### config.mk
export PLATFORM = sky130hd
export DESIGN_NAME = ex_mem
export DESIGN_NICKNAME = d
export VERILOG_FILES = /design/src/rtl/ex_mem.sv
export SDC_FILE = /design/constraint.sdc
export NUM_CORES = 1
export LEC_CHECK = 0
export BUFFER_PORTS_ARGS = -buffer_cell sky130_fd_sc_hd__buf_2
export CORE_AREA = 2 2 222 224
export DETAILED_ROUTE_END_ITERATION = 7
export DIE_AREA = 0 0 224 226
export PLACE_DENSITY = 0.41
export SLEW_MARGIN = 20
export SYNTH_ARGS = -nofsm -noshare
export SYNTH_HDL_FRONTEND = slang
export SYNTH_SLANG_ARGS = --single-unit
### constraint.sdc
create_clock -name clk -period 10.75 [get_ports clk]
set_input_delay 0.5375 -clock clk [delete_from_list [all_inputs] [get_ports clk]]
set_output_delay 0.5375 -clock clk [all_outputs]
set_load 0.03 [all_outputs]
### src/rtl/ex_mem.sv
// EX->MEM pipeline register: carries the EX result into MEM, inserts bubbles on
// flush or EX-only stall, and loops multiply-accumulate state back to EX.
module ex_mem (
    input  logic        clk,
    input  logic        rst,
    input  logic [5:0]  stall,
    input  logic        flush,
    input  logic [4:0]  ex_waddr,
    input  logic        ex_reg_we,
    input  logic [31:0] ex_alu_res,
    input  logic        ex_hi_we,
    input  logic        ex_lo_we,
    input  logic [31:0] ex_hi,
    input  logic [31:0] ex_lo,
    input  logic [7:0]  ex_aluop,
    input  logic [31:0] ex_mem_addr,
    input  logic [31:0] ex_reg2_data,
    input  logic [31:0] ex_inst,
    input  logic [63:0] hilo_temp_i,
    input  logic [1:0]  cnt_i,
    output logic [4:0]  mem_waddr,
    output logic        mem_reg_we,
    output logic [31:0] mem_alu_res,
    output logic        mem_hi_we,
    output logic        mem_lo_we,
    output logic [31:0] mem_hi,
    output logic [31:0] mem_lo,
    output logic [7:0]  mem_aluop,
    output logic [31:0] mem_mem_addr,
    output logic [31:0] mem_reg2_data,
    output logic [31:0] mem_inst,
    output logic        mem_valid,
    output logic [63:0] hilo_temp_o,
    output logic [1:0]  cnt_o,
    output logic [15:0] bubble_cnt
);
    typedef struct packed {
        logic [4:0]  waddr;
        logic        reg_we;
        logic [31:0] alu_res;
        logic        hi_we;
        logic        lo_we;
        logic [31:0] hi;
        logic [31:0] lo;
        logic [7:0]  aluop;
        logic [31:0] mem_addr;
        logic [31:0] reg2_data;
        logic [31:0] inst;
    } slot_t;

    slot_t ex_slot, mem_slot;

    // Only the EX and MEM stall bits matter at this boundary.
    logic unused_stall;
    assign unused_stall = ^{stall[5], stall[2:0]};

    assign ex_slot = {ex_waddr, ex_reg_we, ex_alu_res, ex_hi_we, ex_lo_we, ex_hi,
                      ex_lo, ex_aluop, ex_mem_addr, ex_reg2_data, ex_inst};

    assign {mem_waddr, mem_reg_we, mem_alu_res, mem_hi_we, mem_lo_we, mem_hi,
            mem_lo, mem_aluop, mem_mem_addr, mem_reg2_data, mem_inst} = mem_slot;

    always_ff @(posedge clk or posedge rst) begin
        if (rst) begin
            mem_slot    <= '0;
            mem_valid   <= 1'b0;
            hilo_temp_o <= '0;
            cnt_o       <= '0;
            bubble_cnt  <= '0;
        end else if (flush) begin
            mem_slot    <= '0;
            mem_valid   <= 1'b0;
            hilo_temp_o <= '0;
            cnt_o       <= '0;
        end else if (stall[3] && !stall[4]) begin
            // EX holds while MEM drains: keep MAC progress alive across the bubble.
            mem_slot    <= '0;
            mem_valid   <= 1'b0;
            hilo_temp_o <= hilo_temp_i;
            cnt_o       <= cnt_i;
            if (bubble_cnt != 16'hFFFF)
                bubble_cnt <= bubble_cnt + 16'd1;
        end else if (!stall[4]) begin
            mem_slot    <= ex_slot;
            mem_valid   <= 1'b1;
            hilo_temp_o <= '0;
            cnt_o       <= '0;
        end
    end
endmodule

==> impl_metrics.toml <==
[detailed_routing]
routed_wl_um = 36180
ant_nets = 0
num_vias = 8248
dr.pass1.iters = 4
via_per_inst = 4.369
drcViolationCount = 0
drtIter0Drc = 442
routedWlPerCell_um = 19.16

[yosys]
ys_warn_count = 0
synth_top_area_share_pct = 70.60
synthTopCellsByArea = "dfrtp_1 (71%), a22o_1 (23%), clkbuf_1 (1.7%)"
synth_area_um2 = 10310
syn-num-nets = 968
syn_inst = 684
synth_top_area_cell = "dfrtp_1"
ys_ff_latch = 291
syn_avg_cell_area_um2 = 15.08
yosysUniqueCellTypes = 24
synth-seq-area-share_pct = 70.60

[sta]
finalCritPeriodShare_pct = 20.25
finalHoldViolCount = 0
tightest_slew_ps = 1051
drv_slew = 0
fin_worst_skew_ps = 1.162
finalSetupViolCount = 0
slew_headroom_pct = 29.92
fmax_mhz = 459.5
rsz0062_at_grt = "no"
tns_ps = 0
min_period_ps = 2176

[clocking]
clockRootBuffer = "clkbuf_16"
ctsHoldBuffers = 0
numClockSinks = 291
clk_pin_slew_ps = 60
ctsResizeCount = 0
cts_setup_buffers = 0
htreeDepth = 2
insertion_delay_ps = 530
cts_tree = "done"
cts_buffer_depth = 3
cts_made_buffers = 35

[grt]
grt_max_degree = 99
grt_pass1_wl_um = 53610
antenna_found_initial = 6
met1_usage_pct = 16.43
grt_pass1_vias = 8534
grt_overflow = 0
use_met2_pct = 22.89
grt-busiest-layer = "met2"
grtUsageMet3_pct = 5.334
grtUsageTotal_pct = 13.77

[critical_path]
r2r_setup_slack_ps = 8930
r2r-end = "bubble_cnt[1]"
cp.arrival_ps = 2590
crit_required_ps = 11160
ff2ff_path_depth = 4
crit_end = "bubble_cnt[9]"
critPathLaunch = "flush"
worstSetupStartpointType = "input pin"
critPathMaxFanout = 68
crit_type = "input pin to flop"
end_kind = "flop"
r2r-start = "bubble_cnt[0]"

[place]
globalplace.congestion = 0.7633
hpwl_um = 25080
port_buffers = 569

[pwr]
p_int_uw = 1977
power_leakage_uw = 0.008337
swShare_pct = 26.17
vdd_drop_max_mv = 0.08704
power_density_nw_per_um2 = 178.0
power.net_switching_uw = 700.8
p_clk_share_pct = 44.1
p_comb_share_pct = 11.9
seqPwrFrac_pct = 44.0

[cells_and_area]
final_util_pct = 31.12
syn_to_final_growth_pct = 45.84
nNetsFinal = 1526
drive_gt1_share_pct = 50.47

[status]
status = "finished clean"

[min_path]
min_path_type = "input pin to async pin"

[die]
coreArea_um2 = 48340
io_pins = 574
dieWidth_um = 224
rows = 81
dieArea_um2 = 50620
die_h_um = 226
initial_core_util_pct = 21.34

[flow_run]
max_cap_violations = 0
-- synthesized netlist by cell type --
library cell  count
a21o_1            1
a22o_1          274
and3_1            1
and4_1            1
buf_1             3
buf_2            12
buf_6             1
clkbuf_1         46
dfrtp_1         291
ha_1              1
inv_1             1
mux2_2            2
nand2_1           7
nand3_1           6
nand4_1          10
nor2_1            3
nor2b_1           1
nor3_1            4
nor3b_2           1
nor4_1            2
o21ai_0           2
o41a_1            1
xnor2_1          10
xor2_1            3
-- cells by family after synthesis --
family                   Yosys count  synth area share [%]
AO/OA/AOI/OAI                    278                 23.54
adder cells (fa/ha/maj)            1                0.1213
flip-flops                       291                 70.60
buffers and inverters             63                 2.511
multiplexers                       2                0.2183
AND/OR/NAND/NOR                   36                 1.905
XOR/XNOR                          13                 1.104
-- worst min path at each step --
stage                   start              to  slack [ps]  cells past startpoint
6_report                  rst       mem_lo[4]         110                      2
5_1_grt                   rst       mem_hi[3]         170                      2
4_1_cts                   rst      mem_lo[12]         140                      2
3_5_place_dp        mem_valid       mem_valid         460                      1
3_3_place_gp        mem_valid       mem_valid         460                      1
2_1_floorplan  bubble_cnt[15]  bubble_cnt[15]         670                      1
-- critical path, stage by stage --
cell,delay [ps]
buf_2,140
nor3b_4,220
buf_4,650
o41a_1,570
nand4_1,220
xnor2_1,170
-- state kept, by name, summed over array words and instances, names as in the netlist, 2 cells and up --
signal         cells
mem_aluop          8
hilo_temp_o       64
mem_inst          32
mem_waddr          5
mem_reg2_data     32
mem_alu_res       32
cnt_o              2
bubble_cnt        16
mem_lo            32
mem_mem_addr      32
mem_hi            32
-- final cells by class --
| class | count | area [µm²] |
|---|---|---|
| Tap cell | 622 | 778.2 |
| Clock inverter | 5 | 81.33 |
| Timing Repair Buffer | 583 | 3033 |
| Clock buffer | 54 | 1060 |
| Inverter | 1 | 11.26 |
| Multi-Input combinational cell | 330 | 2793 |
| Sequential cell | 291 | 7282 |
| Antenna cell | 2 | 5.005 |
| Fill cell | 4999 | 33300 |
-- placed cells by master (no fill, tap or decap), drive strengths merged, types with 2 or more instances in the layout --
master  count
nor2        3
nor4        2
a22o      274
nor3        4
xor2        3
buf       583
nand4      10
clkinv      2
bufinv      2
diode       2
nand2       7
clkbuf     54
o21ai       2
dfrtp     291
mux2        2
nand3       6
xnor2      10
-- routing by layer --
| layer | vias up | routed length [µm] |
|---|---|---|
| li1 | 3757 | - |
| met1 | 4083 | 14450 |
| met2 | 350 | 17740 |
| met3 | 50 | 3242 |
| met4 | 8 | 694 |
| met5 | - | 52 |
-- metrics by stage --
step	cells	setup slack [ps]	hold slack [ps]	total power, µW	instance area (µm²)
5_1_grt	1887	8213	174.4	2808	15040
6_report	1888	8574	105.8	2677	15040
3_5_place_dp	1826	7827	459.9	1519	13870
4_1_cts	1885	8426	139.9	2731	15010
3_3_place_gp	1823	7568	459.9	1516	13790
2_1_floorplan	684	2178	669.1	1377	10310
-- power groups by stage --
stage | Clock [µW] | Combinational (µW) | Sequential [µW]
2_1_floorplan | 0 | 86.9 | 1290
3_3_place_gp | 0 | 321 | 1200
3_5_place_dp | 0 | 323 | 1200
4_1_cts | 1230 | 323 | 1180
5_1_grt | 1280 | 344 | 1180
6_report | 1180 | 318 | 1180
Power figures use the tool's default switching activity.
